`src/rtl/slink_ph_assembler_pkg.sv`:
```
// rtl/slink_ph_assembler_pkg.sv - S-Link packet header shared types and constants
// FSM encodings, byte positions and the 24-bit header ECC column table.
package slink_ph_assembler_pkg;

   localparam int PH_WIDTH  = 24;
   localparam int ECC_WIDTH = 6;

   localparam logic [1:0] POS_BYTE0 = 2'd0;
   localparam logic [1:0] POS_BYTE1 = 2'd1;
   localparam logic [1:0] POS_BYTE2 = 2'd2;
   localparam logic [1:0] POS_ECC   = 2'd3;

   typedef enum logic [1:0] {
      ST_B0  = POS_BYTE0,
      ST_B1  = POS_BYTE1,
      ST_B2  = POS_BYTE2,
      ST_ECC = POS_ECC
   } ph_state_e;

   // Parity bits P5..P0 touched by header bit idx; every column is unique and weight >= 3.
   function automatic logic [ECC_WIDTH-1:0] ecc_column(input logic [4:0] idx);
      logic [ECC_WIDTH-1:0] col;
      case (idx)
         5'd0:    col = 6'h07;
         5'd1:    col = 6'h0B;
         5'd2:    col = 6'h0D;
         5'd3:    col = 6'h0E;
         5'd4:    col = 6'h13;
         5'd5:    col = 6'h15;
         5'd6:    col = 6'h16;
         5'd7:    col = 6'h19;
         5'd8:    col = 6'h1A;
         5'd9:    col = 6'h1C;
         5'd10:   col = 6'h23;
         5'd11:   col = 6'h25;
         5'd12:   col = 6'h26;
         5'd13:   col = 6'h29;
         5'd14:   col = 6'h2A;
         5'd15:   col = 6'h2C;
         5'd16:   col = 6'h31;
         5'd17:   col = 6'h32;
         5'd18:   col = 6'h34;
         5'd19:   col = 6'h38;
         5'd20:   col = 6'h1F;
         5'd21:   col = 6'h2F;
         5'd22:   col = 6'h37;
         5'd23:   col = 6'h3B;
         default: col = 6'h00;
      endcase
      return col;
   endfunction

endpackage

```
`src/rtl/slink_ph_assembler_if.sv`:
```
// rtl/slink_ph_assembler_if.sv - byte input stream and header output stream bundle
interface slink_ph_assembler_if;
   logic        byte_valid;
   logic        byte_sop;
   logic [7:0]  byte_data;
   logic        byte_ready;
   logic        ph_valid;
   logic        ph_ready;
   logic [23:0] ph_data;
   logic        ph_corrected;
   logic        ph_corrupt;

   modport master (
      output byte_valid, byte_sop, byte_data, ph_ready,
      input  byte_ready, ph_valid, ph_data, ph_corrected, ph_corrupt
   );

   modport slave (
      input  byte_valid, byte_sop, byte_data, ph_ready,
      output byte_ready, ph_valid, ph_data, ph_corrected, ph_corrupt
   );
endinterface

```
`src/rtl/slink_ecc_syndrome.sv`:
```
// rtl/slink_ecc_syndrome.sv - header ECC syndrome check and single-bit correction
module slink_ecc_syndrome
   import slink_ph_assembler_pkg::*;
(
   input  logic [PH_WIDTH-1:0]  hdr_i,
   input  logic [ECC_WIDTH-1:0] ecc_i,
   output logic [PH_WIDTH-1:0]  hdr_o,
   output logic                 corrected_o,
   output logic                 corrupt_o
);

   logic [ECC_WIDTH-1:0] calc;
   logic [ECC_WIDTH-1:0] syndrome;
   logic                 hit;

   always_comb begin
      calc = '0;
      for (int i = 0; i < PH_WIDTH; i++) begin
         if (hdr_i[i]) calc = calc ^ ecc_column(5'(i));
      end
      syndrome = calc ^ ecc_i;

      hdr_o       = hdr_i;
      corrected_o = 1'b0;
      corrupt_o   = 1'b0;
      hit         = 1'b0;
      // A one-hot syndrome points at a flipped ECC bit; the header itself is intact.
      if (syndrome != '0) begin
         if ($onehot(syndrome)) begin
            corrected_o = 1'b1;
         end else begin
            for (int i = 0; i < PH_WIDTH; i++) begin
               if (ecc_column(5'(i)) == syndrome) begin
                  hdr_o[i] = ~hdr_i[i];
                  hit      = 1'b1;
               end
            end
            corrected_o = hit;
            corrupt_o   = ~hit;
         end
      end
   end

endmodule

```
`src/rtl/slink_ph_assembler.sv`:
```
// rtl/slink_ph_assembler.sv - assembles 3 header bytes + ECC into a checked packet header
module slink_ph_assembler
   import slink_ph_assembler_pkg::*;
#(
   parameter int ERR_CNT_WIDTH = 16
) (
   input  logic                     clk,
   input  logic                     reset,
   slink_ph_assembler_if.slave      ph_if,
   output logic                     sync_err,
   input  logic                     cnt_clear,
   output logic [ERR_CNT_WIDTH-1:0] corrected_cnt,
   output logic [ERR_CNT_WIDTH-1:0] corrupt_cnt
);

   ph_state_e                state_q;
   logic [2:0][7:0]          hdr_q;
   logic                     ph_valid_q;
   logic [PH_WIDTH-1:0]      ph_data_q;
   logic                     ph_corrected_q;
   logic                     ph_corrupt_q;
   logic                     sync_err_q;
   logic [ERR_CNT_WIDTH-1:0] corrected_cnt_q, corrected_cnt_d;
   logic [ERR_CNT_WIDTH-1:0] corrupt_cnt_q, corrupt_cnt_d;

   logic                byte_ready;
   logic                accept;
   logic                ph_load;
   logic [PH_WIDTH-1:0] fixed_hdr;
   logic                fix_corrected;
   logic                fix_corrupt;

   // Only the ECC byte can stall, and only while the output slot is still occupied.
   assign byte_ready = !((state_q == ST_ECC) && ph_valid_q && !ph_if.ph_ready);
   assign accept     = ph_if.byte_valid && byte_ready;
   assign ph_load    = accept && (state_q == ST_ECC) && !ph_if.byte_sop;

   slink_ecc_syndrome u_ecc (
      .hdr_i       ({hdr_q[POS_BYTE2], hdr_q[POS_BYTE1], hdr_q[POS_BYTE0]}),
      .ecc_i       (ph_if.byte_data[ECC_WIDTH-1:0]),
      .hdr_o       (fixed_hdr),
      .corrected_o (fix_corrected),
      .corrupt_o   (fix_corrupt)
   );

   always_comb begin
      corrected_cnt_d = corrected_cnt_q;
      corrupt_cnt_d   = corrupt_cnt_q;
      if (cnt_clear) begin
         corrected_cnt_d = '0;
         corrupt_cnt_d   = '0;
      end else if (ph_load) begin
         if (fix_corrected && (corrected_cnt_q != '1)) corrected_cnt_d = corrected_cnt_q + 1'b1;
         if (fix_corrupt && (corrupt_cnt_q != '1))     corrupt_cnt_d   = corrupt_cnt_q + 1'b1;
      end
   end

   always_ff @(posedge clk or posedge reset) begin
      if (reset) begin
         state_q         <= ST_B0;
         hdr_q           <= '0;
         ph_valid_q      <= 1'b0;
         ph_data_q       <= '0;
         ph_corrected_q  <= 1'b0;
         ph_corrupt_q    <= 1'b0;
         sync_err_q      <= 1'b0;
         corrected_cnt_q <= '0;
         corrupt_cnt_q   <= '0;
      end else begin
         sync_err_q      <= 1'b0;
         corrected_cnt_q <= corrected_cnt_d;
         corrupt_cnt_q   <= corrupt_cnt_d;

         if (accept) begin
            if (ph_if.byte_sop) begin
               hdr_q[POS_BYTE0] <= ph_if.byte_data;
               state_q          <= ST_B1;
               sync_err_q       <= (state_q != ST_B0);
            end else begin
               case (state_q)
                  ST_B1: begin
                     hdr_q[POS_BYTE1] <= ph_if.byte_data;
                     state_q          <= ST_B2;
                  end
                  ST_B2: begin
                     hdr_q[POS_BYTE2] <= ph_if.byte_data;
                     state_q          <= ST_ECC;
                  end
                  ST_ECC:  state_q <= ST_B0;
                  default: state_q <= ST_B0;
               endcase
            end
         end

         if (ph_load) begin
            ph_valid_q     <= 1'b1;
            ph_data_q      <= fixed_hdr;
            ph_corrected_q <= fix_corrected;
            ph_corrupt_q   <= fix_corrupt;
         end else if (ph_if.ph_ready) begin
            ph_valid_q     <= 1'b0;
         end
      end
   end

   assign ph_if.byte_ready   = byte_ready;
   assign ph_if.ph_valid     = ph_valid_q;
   assign ph_if.ph_data      = ph_data_q;
   assign ph_if.ph_corrected = ph_corrected_q;
   assign ph_if.ph_corrupt   = ph_corrupt_q;
   assign sync_err           = sync_err_q;
   assign corrected_cnt      = corrected_cnt_q;
   assign corrupt_cnt        = corrupt_cnt_q;

endmodule

```
`src/flat_wrapper.sv`:
```
// flat-port wrapper written by rule: the top's interface ports become plain ports
module slink_ph_assembler_flat import slink_ph_assembler_pkg::*;
#(
   parameter int ERR_CNT_WIDTH = 16
)
  (clk, reset, sync_err, cnt_clear, corrected_cnt, corrupt_cnt, ph_if_byte_valid, ph_if_byte_sop, ph_if_byte_data, ph_if_ph_ready, ph_if_byte_ready, ph_if_ph_valid, ph_if_ph_data, ph_if_ph_corrected, ph_if_ph_corrupt);
  slink_ph_assembler_if ph_if_i ();
  input  logic clk;
  input  logic reset;
  output logic sync_err;
  input  logic cnt_clear;
  output logic [ERR_CNT_WIDTH-1:0] corrected_cnt;
  output logic [ERR_CNT_WIDTH-1:0] corrupt_cnt;
  input wire logic [$bits(ph_if_i.byte_valid)-1:0] ph_if_byte_valid;
  input wire logic [$bits(ph_if_i.byte_sop)-1:0] ph_if_byte_sop;
  input wire logic [$bits(ph_if_i.byte_data)-1:0] ph_if_byte_data;
  input wire logic [$bits(ph_if_i.ph_ready)-1:0] ph_if_ph_ready;
  output wire logic [$bits(ph_if_i.byte_ready)-1:0] ph_if_byte_ready;
  output wire logic [$bits(ph_if_i.ph_valid)-1:0] ph_if_ph_valid;
  output wire logic [$bits(ph_if_i.ph_data)-1:0] ph_if_ph_data;
  output wire logic [$bits(ph_if_i.ph_corrected)-1:0] ph_if_ph_corrected;
  output wire logic [$bits(ph_if_i.ph_corrupt)-1:0] ph_if_ph_corrupt;
  assign ph_if_i.byte_valid = ph_if_byte_valid;
  assign ph_if_i.byte_sop = ph_if_byte_sop;
  assign ph_if_i.byte_data = ph_if_byte_data;
  assign ph_if_i.ph_ready = ph_if_ph_ready;
  assign ph_if_byte_ready = ph_if_i.byte_ready;
  assign ph_if_ph_valid = ph_if_i.ph_valid;
  assign ph_if_ph_data = ph_if_i.ph_data;
  assign ph_if_ph_corrected = ph_if_i.ph_corrected;
  assign ph_if_ph_corrupt = ph_if_i.ph_corrupt;
  slink_ph_assembler #(.ERR_CNT_WIDTH(ERR_CNT_WIDTH)) u_core (.clk(clk), .reset(reset), .ph_if(ph_if_i), .sync_err(sync_err), .cnt_clear(cnt_clear), .corrected_cnt(corrected_cnt), .corrupt_cnt(corrupt_cnt));
endmodule
```
`config.mk`:
```
export PLATFORM = sky130hd
export DESIGN_NAME = slink_ph_assembler_flat
export DESIGN_NICKNAME = d
export VERILOG_FILES = /design/src/rtl/slink_ph_assembler_pkg.sv /design/src/rtl/slink_ph_assembler_if.sv /design/src/rtl/slink_ecc_syndrome.sv /design/src/rtl/slink_ph_assembler.sv /design/src/flat_wrapper.sv
export SDC_FILE = /design/constraint.sdc
export NUM_CORES = 1
export LEC_CHECK = 0
export ABC_AREA = 1
export CAP_MARGIN = 20
export CELL_PAD_IN_SITES_DETAIL_PLACEMENT = 1
export CELL_PAD_IN_SITES_GLOBAL_PLACEMENT = 1
export CORE_MARGIN = 4
export CORE_UTILIZATION = 41
export DETAILED_ROUTE_END_ITERATION = 16
export GPL_ROUTABILITY_DRIVEN = 0
export HOLD_SLACK_MARGIN = 0.1
export PLACE_DENSITY = 0.9
export SLEW_MARGIN = 20
export SYNTH_ARGS = -nofsm -noshare
export SYNTH_HDL_FRONTEND = slang
export SYNTH_SLANG_ARGS = --single-unit
```
`constraint.sdc`:
```
create_clock -name clk -period 4.3 [get_ports clk]
set_input_delay 0.645 -clock clk [delete_from_list [all_inputs] [get_ports clk]]
set_output_delay 0.645 -clock clk [all_outputs]
set_load 0.1 [all_outputs]
```
; ---- After elaboration in Yosys (flattened, before gate mapping)
; Cells that the tools add are included.
[op_classes]
n_bitwise = 50
n_eq_ne = 30
addsub = 7
muxes = 163
reduce_logical = 21
[ops]
columns = operator, count
row1 = 6-bit 2-to-1 mux, 94
row2 = 6-bit equality test, 24
row3 = 6-bit bitwise XOR, 24
row4 = 16-bit 2-to-1 mux, 6
row5 = 1-bit 2-to-1 mux, 58
row6 = 24-bit 2-to-1 mux, 2
row7 = "16-bit by 1-bit adder with 16-bit output, second input constant", 2
row8 = "16-bit != test, second input constant", 2
row9 = 1-bit NOT, 26
row10 = 2-bit nonzero test, 5
row11 = 1-bit logical AND, 7
row12 = 1-bit by 1-bit adder with 2-bit output, 3
row13 = 2-bit AND reduction, 3
row14 = 3-bit AND reduction, 2
row15 = 6-bit nonzero test, 1
row16 = "2-bit equality test, second input constant", 2
row17 = 2-bit case mux with 2 select lines, 1
row18 = 2-bit by 2-bit adder with 3-bit output, 1
row19 = 3-bit by 2-bit adder with 3-bit output, 1
row20 = "3-bit by 1-bit equality test with 1-bit output, second input constant", 1
row21 = 1-bit zero test, 3
row22 = 3-bit 2-to-1 mux, 1
row23 = "2-bit by 1-bit equality test with 1-bit output, second input constant", 1
row24 = 2-bit 2-to-1 mux, 1
[word_totals]
in_bits = 14
word_cells = 282
out_inout_bits = 61
register_bits = 86

; ---- Depth between registers and ports, before layout
[depth]
word_depth = 88
depth_mapped = 29
depth_no_buf = 28

; ---- Modules after synthesis
; A second synthesis with hierarchy kept.
[hier_totals]
hier_cells = 946
area_unflattened_um2 = 6429.9
[modules_own_cells]
columns = module, cells_each, seq_area_each_um2, area_each_um2, instances
row1 = slink_ph_assembler, 527, 2152.1, 4201.5, 1
row2 = slink_ecc_syndrome, 419, 0.0, 2228.4, 1

; ---- Least setup slack after synthesis
; OpenSTA, ideal clock, no wires.
[synth_timing]
kind = input port to flip-flop
start = in ph_if_byte_data[0]
end = reg u_core.corrected_cnt_q[4] (netlist: u_core.corrected_cnt[4])
required_ns = 4.177
slack_ns = 0.494
arrival_time_ns = 3.683
stages = 23
path_cell_list = xor2_1 -> nand2_1 -> nand2_1 -> nand2_1 -> nand2_2 -> xnor2_2 -> ha_1 -> inv_1 -> ha_1 -> fa_1 -> nand2_1 -> inv_1 -> fa_1 -> nor2_1 -> nand3_1 -> nand4_2 -> nor2_4 -> nand2_4 -> nand3_2 -> nand2_4 -> buf_8 -> nand2_1 -> o21ai_2
[synth_between]
elab_chain_cells = 33
[synth_lines]
columns = item, line_no
row1 = "start, declared", flat_wrapper.sv:16  ; input wire logic [$bits(ph_if_i.byte_data)-1:0] ph_if_byte_data;
row2 = 6-bit bitwise XOR (*), slink_ecc_syndrome.sv:21  ; syndrome = calc ^ ecc_i;
row3 = 6-bit equality test, slink_ecc_syndrome.sv:33  ; if (ecc_column(5'(i)) == syndrome) begin
row4 = 1-bit 2-to-1 mux (24 in series), slink_ecc_syndrome.sv:33
row5 = 1-bit 2-to-1 mux, slink_ecc_syndrome.sv:29  ; if ($onehot(syndrome)) begin
row6 = 1-bit 2-to-1 mux, slink_ecc_syndrome.sv:28  ; if (syndrome != '0) begin
row7 = 1-bit 2-to-1 mux, slink_ecc_syndrome.sv:29
row8 = 1-bit 2-to-1 mux (*), slink_ecc_syndrome.sv:28
row9 = 1-bit logical AND (*), slink_ph_assembler.sv:53  ; if (fix_corrected && (corrected_cnt_q != '1)) corrected_cnt_d = corrected_cnt_q + 1'b1;
row10 = 2-bit nonzero test (no source line) (*), -
row11 = 2-bit AND reduction (no source line) (*), -
row12 = "end signal, assigned", slink_ph_assembler.sv:71  ; corrected_cnt_q <= corrected_cnt_d;
row13 = "end, declared", slink_ph_assembler.sv:23  ; logic [ERR_CNT_WIDTH-1:0] corrected_cnt_q, corrected_cnt_d;
; Every way passes the cells marked *; elsewhere a longest branch is shown, timed or not. The select of a mux whose other input is x is not followed.
; A chain may end at the register's enable or synchronous reset.

; ---- Worst setup path after layout
[layout_timing]
start = reg u_core.hdr_q[22] in the netlist's numbering
end = reg u_core.corrected_cnt_q[14] (netlist: u_core.corrected_cnt[14])
[layout_between]
elab_chain_cells = 36
[layout_lines]
columns = item, line_no
row1 = "start, declared", slink_ph_assembler.sv:17  ; logic [2:0][7:0] hdr_q;
row2 = "start signal, assigned by index", slink_ph_assembler.sv:76  ; hdr_q[POS_BYTE0] <= ph_if.byte_data;
row3 = "start signal, assigned by index", slink_ph_assembler.sv:82  ; hdr_q[POS_BYTE1] <= ph_if.byte_data;
row4 = "start signal, assigned by index", slink_ph_assembler.sv:86  ; hdr_q[POS_BYTE2] <= ph_if.byte_data;
row5 = 6-bit 2-to-1 mux (*), slink_ecc_syndrome.sv:19  ; if (hdr_i[i]) calc = calc ^ ecc_column(5'(i));
row6 = 6-bit bitwise XOR, slink_ecc_syndrome.sv:19
row7 = 6-bit 2-to-1 mux (*), slink_ecc_syndrome.sv:19
row8 = 6-bit bitwise XOR (*), slink_ecc_syndrome.sv:21
row9 = 6-bit equality test, slink_ecc_syndrome.sv:33
row10 = 1-bit 2-to-1 mux (24 in series), slink_ecc_syndrome.sv:33
row11 = 1-bit 2-to-1 mux, slink_ecc_syndrome.sv:29
row12 = 1-bit 2-to-1 mux, slink_ecc_syndrome.sv:28
row13 = 1-bit 2-to-1 mux, slink_ecc_syndrome.sv:29
row14 = 1-bit 2-to-1 mux (*), slink_ecc_syndrome.sv:28
row15 = 1-bit logical AND (*), slink_ph_assembler.sv:53
row16 = 2-bit nonzero test (no source line) (*), -
row17 = 2-bit AND reduction (no source line) (*), -
; Marks and branches as above.

==> results_dict.tcl <==
set metrics [dict create \
    status "complete, no violations" \
    period_minus_slack_ns 4.18 \
    via_per_inst 5.34 \
    placementRows 45 \
    synth_mux_area_share_pct 0 \
    synthDistinctLibCells 35 \
    synth_compound_area_share_pct 6.13 \
    finalSetupViolCount 0 \
    synth_top_area_share_pct 33.9 \
    numCtsBuffers 9 \
    io_buffers 74 \
    overflow 0 \
    clk_latency_ns 0.36 \
    hold_ws_ns 0.488 \
    start_util_pct 41.7 \
    cp_slowest_stage_delay_ns 0.51 \
    finalNetCount 1075 \
    worst_pin_slew_ns 1.01 \
    cts_htree_levels 3 \
    synth_edf_count 0 \
    cp_num_buf_inv 5 \
    post_drt_wl_per_cell_um 17.7 \
    track_usage_pct 23.6 \
    synthSimpleGateAreaFrac_pct 40.1 \
    synth_warnings 0 \
    critPathCaptureType "flip-flop" \
    clockBufferDepth 2 \
    finalInstanceArea_mm2 0.00801 \
    synthesis.area_mm2 0.00634 \
    crit_type "reg -> reg" \
    seqCellArea_mm2 0.00217 \
    syn_area_per_cell_um2 6.71 \
    n_fill_cell 2005 \
    syn_nets 971 \
    slowest_stage "dfrtp_2" \
    synthAdderAreaFrac_pct 2.41 \
    cts_hold_buf 0 \
    ys_ff_latch 86 \
    drive_above_1_share_pct 18.4 \
    drtAntennaViolNets 0 \
    arrival_ns 4.42 \
    grt_pass1_vias 6786 \
    postRouteWirelength_um 22000 \
    cp_common_cell "nand2_1" \
    io-pin-count 75 \
    hold_viol 0 \
    clk_transition_reported_paths_ns 0.07 \
    antenna_found_initial 0 \
    drv_cap 0 \
    grt_max_degree 54 \
    placed_area_mm2 0.00736 \
    hold_path_class "reg -> reg" \
    crit_family "simple AND/OR/NAND/NOR gates" \
    initialDrtViolationCount 299 \
    grt_pass1_wl_um 33800 \
    async_reset_ff_share_pct 100 \
    fin_crit_sh_pct 97.2 \
    die_x_um 132 \
    die_h_um 132 \
    slew_violations 0 \
    vias 6632 \
    syn-instance-count 946 \
    synth_area_leader_cell "dfrtp_1" \
    synth.yosys.seq_area_share_pct 33.9 \
    drc 0 \
    cts_tree "yes" \
    synthFlopType "dfrtp_1" \
    fin_skew_ns 0.00799 \
    clock-sinks 86 \
    slew-limit-headroom_pct 32.5 \
    crit_fanout 7 \
    max_freq_mhz 239 \
    antenna_cells 0 \
    root_buffer "clkbuf_16" \
    synth_top_family_by_area "simple AND/OR/NAND/NOR gates" \
    die_area_mm2 0.0175 \
    drt_first_pass_iters 4 \
    multi_input_area_mm2 0.00374 \
    crit_required_ns 4.54 \
    final_cells 1243 \
    synthXorXnorAreaFrac_pct 8.68 \
    core-area_mm2 0.0152 \
    dp_cells 1205 \
    dp_hpwl_um 15700 \
    start_kind "flip-flop" \
    synth_area_leaders "dfrtp_1 34%, nand2_1 21%, xor2_1 6.6%" \
    area_growth_pct 26.3 \
]
[sequential cells by signal, summed over array words and instances (netlist names)]
register                   cells
u_core.sync_err                1
u_core.state_q                 2
u_core.hdr_q                  24
u_core.corrected_cnt          16
u_core.ph_if.ph_valid          1
u_core.ph_if.ph_corrupt        1
u_core.ph_if.ph_data          24
u_core.ph_if.ph_corrected      1
u_core.corrupt_cnt            16
[stage by stage]
| stage | TNS, ns | setup WS, ns | utilization [%] |
|---|---|---|---|
| floorplan | 0 | 0.494 | - |
| global placement | -5.96 | -0.166 | 48.4 |
| detailed placement | -18.43 | -0.405 | 48.4 |
| CTS | 0 | 0.0821 | 50.6 |
| global route | -0.577 | -0.0643 | 52.7 |
| finish | 0 | 0.121 | 52.7 |
[worst paths after layout]
kind | from | to | slack, ns | depth (start not counted)
min | u_core.ph_if.ph_data[21] | u_core.ph_if.ph_data[21] | 0.49 | 2
max in group asynchronous | reset | u_core.corrected_cnt[6] | 3.08 | 3
max reg2reg | u_core.hdr_q[22] | u_core.corrected_cnt[14] | 0.12 | 26
min in group asynchronous | reset | u_core.ph_if.ph_data[0] | 0.75 | 3
max | u_core.hdr_q[22] | u_core.corrected_cnt[14] | 0.12 | 26
min reg2reg | u_core.ph_if.ph_data[21] | u_core.ph_if.ph_data[21] | 0.49 | 2
[placed cells by master (no fill, tap or decap), drive strengths merged, types with 3 or more instances in the layout]
cell type	n
clkdlybuf4s50	73
inv	101
nor2	108
xor2	48
nor3	9
a21oi	6
clkbuf	14
nor4	3
o21ai	62
nand3	81
ha	9
nand2	372
dfrtp	86
nand4	12
xnor2	14
buf	45
[kinds of logic after synthesis]
kind of cell    after synthesis
fa+ha+maj                    11
simple gates                588
flops                        86
compound gates               69
buf+inv                     130
xor+xnor                     62
[worst min-delay path: stages (launching register included)]
cell and delay [ns]:
dfrtp_1 0.34, nand2_1 0.05, o21ai_0 0.06
[cell usage after synthesis (all sizes together), types with 6 or more instances]
| cell | number |
|---|---|
| clkbuf | 11 |
| inv | 101 |
| nand2 | 372 |
| a21oi | 6 |
| dfrtp | 86 |
| nor2 | 108 |
| nor3 | 9 |
| ha | 9 |
| nand4 | 12 |
| o21ai | 62 |
| buf | 17 |
| xnor2 | 14 |
| xor2 | 48 |
| nand3 | 81 |
[what timing repair did]
item / in CTS / in global routing
pin swaps: 1 / 14
resized for setup: 5 / 47
setup endpoints to repair: 14 / 56
gates cloned: 0 / 2
setup buffers: 0 / 20
[layout make-up]
cell class	count	area share, %
clock buffer	12	3.20
clock inverter	4	0.671
inverter	102	4.92
multi-input combinational	730	46.6
sequential	86	27.1
tap	188	2.94
timing repair buffer	121	14.5
[routing by layer]
metal / routed length [um] / global-route usage [%] / vias to the layer above
met2: 11500 / 42.5 / 146
li1: - / - / 3149
met3: 777 / 3.47 / 58
met5: 0 / 0 / -
met1: 8950 / 28.6 / 3279
met4: 775 / 8.72 / 0
Power is not shown: default switching activity piles up to over one toggle a cycle in this logic, so the estimate is an artifact.
==> patch: new RTL, same flow settings <==
Reset style: synchronous (`reset`), changed in one clocked block.
--- a/src/rtl/slink_ph_assembler.sv
+++ b/src/rtl/slink_ph_assembler.sv
@@ -55,7 +55,7 @@
       end
    end
 
-   always_ff @(posedge clk or posedge reset) begin
+   always_ff @(posedge clk) begin
       if (reset) begin
          state_q         <= ST_B0;
          hdr_q           <= '0;
Function: differs if reset is asserted again (counterexample within 4 cycles, from zero or initial values and one cycle with reset high); with reset held inactive, the same outputs for 4 cycles.
==> patch against the unedited design <==
Design area up 0.48%; area after synthesis shrank 1.2%; sequential cell count did not move; routed wire length up 12%; global-route usage is 1.3 points higher; setup slack worse by 85 ps.
Power is left out: it rests on default switching activity, and per cell area and clock period it moved more than threefold.
==> patch: results (changes against the unedited design) <==
multi-input combinational cell area=4120 um2 (+10%); outcome=finished clean; flop-to-flop setup slack=40 ps (-90 ps); final wirelength=24.6 mm (+12%); Worst Skew=13.2 ps (+5.18 ps); Initial DRC Count=405 (+35%); Post-Synth Adder-Cell Area=0.0243 (+0.000283); synthesized area per cell=6.39 um2 (-4.7%); complex-gate fraction of the synthesized area=0.114 (+0.0530); Fillers=1949 (-2.8%); Crit path largest cell delay=540 ps (+30 ps); FFs w/ async S/R, synth=0 (-1.00); non-clock inverter count=126 (+24%); largest net degree at the start of global routing=48 (-11%); mux contribution to synthesized area=0 (unchanged); Netlist cell types=38 (+8.6%); register area share after synthesis=0.275 (-0.0647); Rel. slew slack=0.305 (-0.0196); multi-input gate count=732 (+0.27%); Nets=1107 (+3.0%); synth cell count leaders=nand2_1 (293), inv_1 (93), dfxtp_1 (86), nand3_1 (69), nor2_1 (69); WP data arrival=4550 ps (+130 ps); slowest CP cell=fa_1; ClkCell Share=0.0364 (-0.00236); Crit Reg-Reg Startpoint=u_core.hdr_q[4]$_SDFFE_PP0P_; first-pass GRT wire length=35.2 mm (+4.1%); layout cells sized above 1=0.213 (+0.0295); hpwl dp=16.4 mm (+4.5%); R2R cell count=27 (+3.8%); Clk Latency, worst-skew pair=360 ps (about the same); Repair and plain buffers=127 (+5.0%); placed instance count=1237 (+2.7%); xor-xnor portion of the synthesized cell area=0.0964 (+0.00960); clock-pin slew on the worst setup and hold paths=70 ps (about the same); fraction of area in registers=0.220 (-0.0512); total track usage=0.249 (+0.0125); buffering overhead=0.142 (-0.00365); synth top area cells=dfxtp_1 (27%), nand2_1 (18%), xor2_1 (7.1%), inv_1 (5.6%), nand3_1 (5.5%); ANT cells=0 (unchanged); number of vias per cell=5.55 (+4.1%); Critical Path End=u_core.corrupt_cnt[3]$_SDFFE_PP0P_; met1 wire length=9.89 mm (+11%); WL met3=1.19 mm (+53%); final-layout clock buffer total=11 (-1); Wirelength per Cell=19.3 um (+9.3%); vias in the first global route=6917 (+1.9%); RR Endpoint=u_core.corrupt_cnt[3]$_SDFFE_PP0P_; metal2 WL=12.4 mm (+7.4%); syn nets=1006 (+3.6%)
==> patch: metal layers <==
layer	GRT usage	vias up
li1	-	3298
met1	0.298	3437
met2	0.454	249
met3	0.0352	76
met4	0.0893	0
met5	0	-
==> patch: worst min-delay path by stage <==
stage | cells past startpoint | to | start | slack (ps)
after CTS | 2 | u_core.ph_if.ph_corrupt$_SDFFE_PP0P_ | u_core.ph_if.ph_corrupt$_SDFFE_PP0P_ | 480
final | 2 | u_core.ph_if.ph_corrupt$_SDFFE_PP0P_ | u_core.ph_if.ph_corrupt$_SDFFE_PP0P_ | 480
after global routing | 2 | u_core.ph_if.ph_corrupt$_SDFFE_PP0P_ | u_core.ph_if.ph_corrupt$_SDFFE_PP0P_ | 520
after global placement | 2 | u_core.ph_if.ph_corrupt$_SDFFE_PP0P_ | u_core.ph_if.ph_corrupt$_SDFFE_PP0P_ | 450
after floorplan | 2 | u_core.state_q[0]$_SDFFE_PP0P_ | u_core.state_q[0]$_SDFFE_PP0P_ | 480
after detailed placement | 2 | u_core.ph_if.ph_corrupt$_SDFFE_PP0P_ | u_core.ph_if.ph_corrupt$_SDFFE_PP0P_ | 470
==> patch: repair_timing <==
item | CTS | global route
cloned | 1 | 0
resized for setup | 6 | 108
hold buffers | 0 | 0
pin swaps | 5 | 30
endpoints found under the setup margin | 55 | 58
hold endpoints to repair | 0 | 0
setup buffers | 1 | 16
==> patch: metrics by stage <==
stage,utilization,setup WS [ps],hold slack [ps],cell area (um2)
after CTS,0.517,3.08,485,7620
after detailed placement,0.495,-514,472,7300
after floorplan,-,285,479,6270
after global placement,0.495,-345,453,7300
after global routing,0.546,-119,518,8050
final,0.546,35.3,485,8050
